$ cat src/rtl/mips_defs_pkg.sv
// Shared MIPS front-end definitions: opcodes, fetch FSM states and PC increment.
package mips_defs_pkg;

  localparam logic [5:0] RTYPE = 6'h00;
  localparam logic [5:0] J     = 6'h02;
  localparam logic [5:0] BEQ   = 6'h04;
  localparam logic [5:0] ADDI  = 6'h08;
  localparam logic [5:0] ADDIU = 6'h09;
  localparam logic [5:0] SLTI  = 6'h0A;
  localparam logic [5:0] SLTIU = 6'h0B;
  localparam logic [5:0] ANDI  = 6'h0C;
  localparam logic [5:0] ORI   = 6'h0D;
  localparam logic [5:0] XORI  = 6'h0E;
  localparam logic [5:0] LUI   = 6'h0F;
  localparam logic [5:0] LW    = 6'h23;
  localparam logic [5:0] SW    = 6'h2B;

  localparam logic [31:0] PC_INCR = 32'd4;

  typedef enum logic [1:0] {
    FETCH = 2'd0,
    WAIT  = 2'd1,
    ISSUE = 2'd2
  } fetch_state_t;

endpackage

$ cat src/rtl/instruction_fetch_unit_if.sv
// Bundles the instruction-memory and core-side handshakes of the fetch unit.
interface instruction_fetch_unit_if #(
  parameter int CNT_WIDTH = 32
);
  logic                 IMemReq;
  logic [31:0]          IMemAddr;
  logic                 IMemReady;
  logic [31:0]          IMemData;
  logic                 InstrValid;
  logic [31:0]          Instruction;
  logic [5:0]           Opcode;
  logic [31:0]          PC;
  logic                 InstrAck;
  logic                 Branch;
  logic                 Jump;
  logic                 Zero;
  logic [CNT_WIDTH-1:0] RetiredCount;

  modport master (
    output IMemReq, IMemAddr, InstrValid, Instruction, Opcode, PC, RetiredCount,
    input  IMemReady, IMemData, InstrAck, Branch, Jump, Zero
  );

  modport slave (
    input  IMemReq, IMemAddr, InstrValid, Instruction, Opcode, PC, RetiredCount,
    output IMemReady, IMemData, InstrAck, Branch, Jump, Zero
  );
endinterface

$ cat src/rtl/instruction_fetch_unit_next_pc.sv
// Combinational next-PC selection: jump, taken branch, or sequential PC+4.
module next_pc_calc
  import mips_defs_pkg::*;
(
  input  logic [31:0] PC,
  input  logic [31:0] Instruction,
  input  logic        Branch,
  input  logic        Jump,
  input  logic        Zero,
  output logic [31:0] NextPC
);

  logic        [31:0] pc_plus4;
  logic signed [31:0] br_off;
  logic        [31:0] jmp_tgt;

  assign pc_plus4 = PC + PC_INCR;
  assign br_off   = {{14{Instruction[15]}}, Instruction[15:0], 2'b00};
  assign jmp_tgt  = {pc_plus4[31:28], Instruction[25:0], 2'b00};

  // Jump outranks branch when the decoder asserts both.
  always_comb begin
    NextPC = pc_plus4;
    if (Jump) begin
      NextPC = jmp_tgt;
    end else if (Branch && Zero) begin
      NextPC = pc_plus4 + $unsigned(br_off);
    end
  end

endmodule

$ cat src/rtl/instruction_fetch_unit.sv
// MIPS front end: owns the PC, fetches over req/ready and issues over valid/ack.
module instruction_fetch_unit
  import mips_defs_pkg::*;
#(
  parameter logic [31:0] RESET_PC  = 32'h0000_0000,
  parameter int          CNT_WIDTH = 32
) (
  input  logic                     CLK,
  input  logic                     Reset,
  instruction_fetch_unit_if.master bus
);

  localparam logic [31:0] RESET_PC_ALIGNED = {RESET_PC[31:2], 2'b00};

  fetch_state_t         state_q;
  logic [31:0]          pc_q;
  logic                 req_q;
  logic                 vld_q;
  logic [31:0]          instr_q;
  logic [CNT_WIDTH-1:0] cnt_q;
  logic [31:0]          next_pc_d;

  next_pc_calc u_next_pc (
    .PC          (pc_q),
    .Instruction (instr_q),
    .Branch      (bus.Branch),
    .Jump        (bus.Jump),
    .Zero        (bus.Zero),
    .NextPC      (next_pc_d)
  );

  // Branch/Jump/Zero only reach state through the ISSUE ack path.
  always_ff @(posedge CLK) begin
    if (Reset) begin
      state_q <= FETCH;
      pc_q    <= RESET_PC_ALIGNED;
      req_q   <= 1'b0;
      vld_q   <= 1'b0;
      instr_q <= '0;
      cnt_q   <= '0;
    end else begin
      case (state_q)
        FETCH: begin
          req_q   <= 1'b1;
          state_q <= WAIT;
        end
        WAIT: begin
          if (bus.IMemReady) begin
            instr_q <= bus.IMemData;
            req_q   <= 1'b0;
            vld_q   <= 1'b1;
            state_q <= ISSUE;
          end
        end
        ISSUE: begin
          if (bus.InstrAck) begin
            pc_q    <= next_pc_d;
            vld_q   <= 1'b0;
            cnt_q   <= cnt_q + CNT_WIDTH'(1);
            state_q <= FETCH;
          end
        end
        default: begin
          state_q <= FETCH;
        end
      endcase
    end
  end

  assign bus.IMemReq      = req_q;
  assign bus.IMemAddr     = pc_q;
  assign bus.InstrValid   = vld_q;
  assign bus.Instruction  = instr_q;
  assign bus.Opcode       = instr_q[31:26];
  assign bus.PC           = pc_q;
  assign bus.RetiredCount = cnt_q;

endmodule

$ cat src/flat_wrapper.sv
// flat-port wrapper written by rule: the top's interface ports become plain ports
module instruction_fetch_unit_flat import mips_defs_pkg::*;
#(
  parameter logic [31:0] RESET_PC  = 32'h0000_0000,
  parameter int          CNT_WIDTH = 32
)
  (CLK, Reset, bus_IMemReq, bus_IMemAddr, bus_InstrValid, bus_Instruction, bus_Opcode, bus_PC, bus_RetiredCount, bus_IMemReady, bus_IMemData, bus_InstrAck, bus_Branch, bus_Jump, bus_Zero);
  instruction_fetch_unit_if #(.CNT_WIDTH(CNT_WIDTH)) bus_i ();
  input  logic CLK;
  input  logic Reset;
  output wire logic [$bits(bus_i.IMemReq)-1:0] bus_IMemReq;
  output wire logic [$bits(bus_i.IMemAddr)-1:0] bus_IMemAddr;
  output wire logic [$bits(bus_i.InstrValid)-1:0] bus_InstrValid;
  output wire logic [$bits(bus_i.Instruction)-1:0] bus_Instruction;
  output wire logic [$bits(bus_i.Opcode)-1:0] bus_Opcode;
  output wire logic [$bits(bus_i.PC)-1:0] bus_PC;
  output wire logic [$bits(bus_i.RetiredCount)-1:0] bus_RetiredCount;
  input wire logic [$bits(bus_i.IMemReady)-1:0] bus_IMemReady;
  input wire logic [$bits(bus_i.IMemData)-1:0] bus_IMemData;
  input wire logic [$bits(bus_i.InstrAck)-1:0] bus_InstrAck;
  input wire logic [$bits(bus_i.Branch)-1:0] bus_Branch;
  input wire logic [$bits(bus_i.Jump)-1:0] bus_Jump;
  input wire logic [$bits(bus_i.Zero)-1:0] bus_Zero;
  assign bus_IMemReq = bus_i.IMemReq;
  assign bus_IMemAddr = bus_i.IMemAddr;
  assign bus_InstrValid = bus_i.InstrValid;
  assign bus_Instruction = bus_i.Instruction;
  assign bus_Opcode = bus_i.Opcode;
  assign bus_PC = bus_i.PC;
  assign bus_RetiredCount = bus_i.RetiredCount;
  assign bus_i.IMemReady = bus_IMemReady;
  assign bus_i.IMemData = bus_IMemData;
  assign bus_i.InstrAck = bus_InstrAck;
  assign bus_i.Branch = bus_Branch;
  assign bus_i.Jump = bus_Jump;
  assign bus_i.Zero = bus_Zero;
  instruction_fetch_unit #(.RESET_PC(RESET_PC), .CNT_WIDTH(CNT_WIDTH)) u_core (.CLK(CLK), .Reset(Reset), .bus(bus_i));
endmodule
$ cat config.mk
export PLATFORM = sky130hd
export DESIGN_NAME = instruction_fetch_unit_flat
export DESIGN_NICKNAME = d
export VERILOG_FILES = /design/src/rtl/mips_defs_pkg.sv /design/src/rtl/instruction_fetch_unit_if.sv /design/src/rtl/instruction_fetch_unit_next_pc.sv /design/src/rtl/instruction_fetch_unit.sv /design/src/flat_wrapper.sv
export SDC_FILE = /design/constraint.sdc
export NUM_CORES = 1
export LEC_CHECK = 0
export ABC_AREA = 1
export CORE_MARGIN = 1.5
export CORE_UTILIZATION = 50
export DETAILED_ROUTE_END_ITERATION = 12
export PLACE_DENSITY_LB_ADDON = 0.08
export SYNTH_ARGS = -nofsm -noshare
export SYNTH_HDL_FRONTEND = slang
export SYNTH_SLANG_ARGS = --single-unit
export TNS_END_PERCENT = 30
$ cat constraint.sdc
create_clock -name CLK -period 4.6 [get_ports CLK]
set_input_delay 0.92 -clock CLK [delete_from_list [all_inputs] [get_ports CLK]]
set_output_delay 0.92 -clock CLK [all_outputs]
set_load 0.01 [all_outputs]
==> flow_summary_export.csv <==
group,metric,value,unit
outcome,outcome,"complete, no violations",
global_route,grt_usage,30.5,%
clock_tree,holdBufCountCts,0,
setup_path,crit_buf_inv,2,
clock_tree,cts_inserted_buffers,9,
placed_design,pre_cts_slack,1.29,ns
setup_path,startpoint_type,"flop",
synth,avgSynthCellArea,6.13,um2
timing,slew_headroom,33.4,%
power,comb_power_share,16.0,%
timing,rsz0062_at_grt,"no",
floorplan,start_util,51.9,%
power,power.internal,1.44,mW
global_route,grt_pass1_vias,7605,
floorplan,rows,44,
setup_path,critPathCaptureType,"flop",
synth,synth.distinct_cells,48,
global_route,grt_pass1_wl,38900,um
global_route,antenna_found_initial,0,
setup_path,regToRegEndpoint,"u_core.bus.IMemAddr[21]",
floorplan,pin_count,175,
setup_path,cp_common_cell,"nand2_1",
synth,synth_area,7630,um2
setup_path,path_cells,"nand2_2 > nor2_4 > nand2_4 > nor2_4 > xor2_1 > inv_1 > ha_1 > nand2_1 > nor2_1 > inv_1 > nor2_1 > nand4_1 > nand3_1 > nand2_1 > nand3_1 > nand2_1 > nand2_1 > a21oi_1",
timing,clock_skew,0.00725,ns
drt,wire_per_inst,15.8,um
power,swShare,27.6,%
clock_tree,cts_tree,"yes",
drt,drt-initial-drc-count,642,
global_route,grt_max_degree,54,
clock_tree,ctsRootBufferMaster,"clkbuf_16",
power,p_switching,0.551,mW
min_path,min_path_type,"reg -> reg",
timing,fin_ws,1.19,ns
clock_tree,htree_levels,3,
floorplan,core_area,14700,um2
drt,vias_per_cell,5.36,
timing,setup_viol,0,
flow_run,cap_violations,0,
placed_design,place_congestion,0.936,
synth,yosysWarnings,0,
setup_path,r2r_setup_slack,1.19,ns
power,power_density,210,nW/um2
synth,yosysSeqAreaShare,25.7,%
clock_tree,cts.repair.resized,0,
drt,first_pass_iters,6,
synth,synthFlopType,"dfxtp_1",
synth,synthArstFlopShare,0,%
setup_path,worstPathRequired,4.82,ns
clock_tree,clk_pin_slew_worst_paths,0.07,ns
setup_path,path_depth,18,
timing,hold_viol,0,
setup_path,crit_type,"reg -> reg",
drt,drt-total-wl,24600,um
setup_path,cp_slowest_cell,"dfxtp_1",
global_route,overflow,0,
setup_path,reg2reg_from,"u_core.bus.IMemAddr[4]",
synth,ys_ff_latch,98,
min_path,worstHoldPathCells,2,
setup_path,cp_top_family,"simple AND/OR/NAND/NOR gates",
timing,layout_min_cycle_time,3.41,ns
timing,post-route-period-util,74.2,%
placed_design,dpl.hpwl,18900,um
clock_tree,cts_sinks,98,
setup_path,critical_path.max_stage_delay,0.51,ns
synth,synth-edff-count,0,
timing,setup_tns,0,ns
placed_design,port_buffers,170,
power,p_clk_share,38.0,%
drt,drc_errors,0,
power,leakage,4.09,nW
floorplan,die_h,127,um
floorplan,die_area,16000,um2
clock_tree,cts_max_path_buffers,2,
drt,vias,8320,
placed_design,dp_cells,1538,
layout,layout_common_cells,"nand2_1, clkdlybuf4s50_1, nor2_1, inv_1, a21oi_1",
clock_tree,clock_latency,0.35,ns
synth,synthCells,1244,
clock_tree,cts_setup_buffers,0,
setup_path,crit_fanout,7,
layout,insertedDiodeCount,0,
layout,layoutNonFillerInstCount,1552,
layout,layout-drive-gt1-share,4.53,%
timing,worst_pin_slew,0.998,ns
setup_path,critical_path_arrival,3.64,ns
setup_path,critPathLaunch,"u_core.bus.IMemAddr[4]",
power,vdd_ir_drop_max,0.000203,V
setup_path,endpoint,"u_core.bus.IMemAddr[21]",
layout,final_common_cell,"nand2_1",
drt,ant_nets,0,
layout,syn_to_final_growth,24.5,%
timing,fmax,293,MHz
timing,slew_viol_final,0,
layout,fin_nets,1443,
floorplan,die_w,127,um
setup_path,r2r_cells,18,
power,p_seq_share,46.0,%
-- tightest hold or removal path, cell delays in order (launching register included) --
cell     delay, ns
dfxtp_1       0.31
nand2_1       0.06
a21oi_1       0.05
-- state kept, by name, summed over array words and instances (netlist names) --
register / flops
u_core.bus.IMemAddr: 30
u_core.bus.Instruction: 32
u_core.bus.InstrValid: 1
u_core.bus.RetiredCount: 32
u_core.state_q: 2
u_core.bus.IMemReq: 1
-- synth_stat cells, types with 17 or more instances --
library cell,number,area [um2]
nand2_1,329,1230
nor2_1,166,623
inv_1,143,537
a21oi_1,103,515
dfxtp_1,98,1960
o21ai_0,70,350
nand3_1,67,335
buf_4,40,300
ha_1,38,475
clkbuf_1,28,105
nor3_1,17,85.1
xor2_1,17,149
-- final cells by class --
| cell class | count | area (um2) |
|---|---|---|
| multi-input cells | 929 | 4700 |
| clock inverters | 4 | 55.1 |
| repair buffers | 179 | 1760 |
| inverters | 148 | 556 |
| well taps | 184 | 230 |
| clock buffers | 10 | 229 |
| fillers | 1378 | 5200 |
| flip-flops and latches | 98 | 1960 |
-- layer usage --
| layer | track usage, % | part of all wire [%] | vias to the layer above |
|---|---|---|---|
| li1 | - | - | 4214 |
| met1 | 40.9 | 44 | 3732 |
| met2 | 49.1 | 45 | 331 |
| met3 | 5.23 | 7.9 | 43 |
| met4 | 11.6 | 2.8 | 0 |
| met5 | 0 | 0 | - |
-- metrics by stage --
stage	hold WS [ns]	area [um2]	utilization, %	power, mW
after floorplan	0.486	7640	-	1.10
after global placement	0.453	9220	62.7	1.25
after detailed placement	0.461	9220	62.7	1.25
after CTS	0.474	9500	64.6	2.00
after global routing	0.485	9500	64.6	2.07
final	0.468	9500	64.6	1.99
-- power by group through the flow --
| stage | registers (mW) | logic, mW | clock network [mW] |
|---|---|---|---|
| floorplan | 0.934 | 0.168 | 0 |
| global placement | 0.934 | 0.314 | 0 |
| detailed placement | 0.935 | 0.316 | 0 |
| CTS | 0.916 | 0.318 | 0.768 |
| global route | 0.920 | 0.349 | 0.800 |
| finish | 0.917 | 0.319 | 0.757 |
-- kinds of logic (layout without fill, tap and decap cells) --
kind of cell	Yosys count	count (layout)	share of synthesized area (%)
other	1	4	0.0491
XOR/XNOR	28	28	3.31
flip-flops	98	98	25.7
AND/OR/NAND/NOR	649	649	36.8
adder cells (fa/ha/maj)	39	39	6.49
buffers and inverters	220	341	12.8
AO/OA/AOI/OAI	209	209	14.8
-- worst min path at each step --
stage                          startpoint                    end  slack (ns)
global placement    u_core.bus.InstrValid  u_core.bus.InstrValid        0.45
detailed placement  u_core.bus.InstrValid  u_core.bus.InstrValid        0.46
global route        u_core.bus.InstrValid  u_core.bus.InstrValid        0.48
floorplan           u_core.bus.InstrValid  u_core.bus.InstrValid        0.49
CTS                 u_core.bus.InstrValid  u_core.bus.InstrValid        0.47
finish              u_core.bus.InstrValid  u_core.bus.InstrValid        0.47
Power figures use the tool's default switching activity.
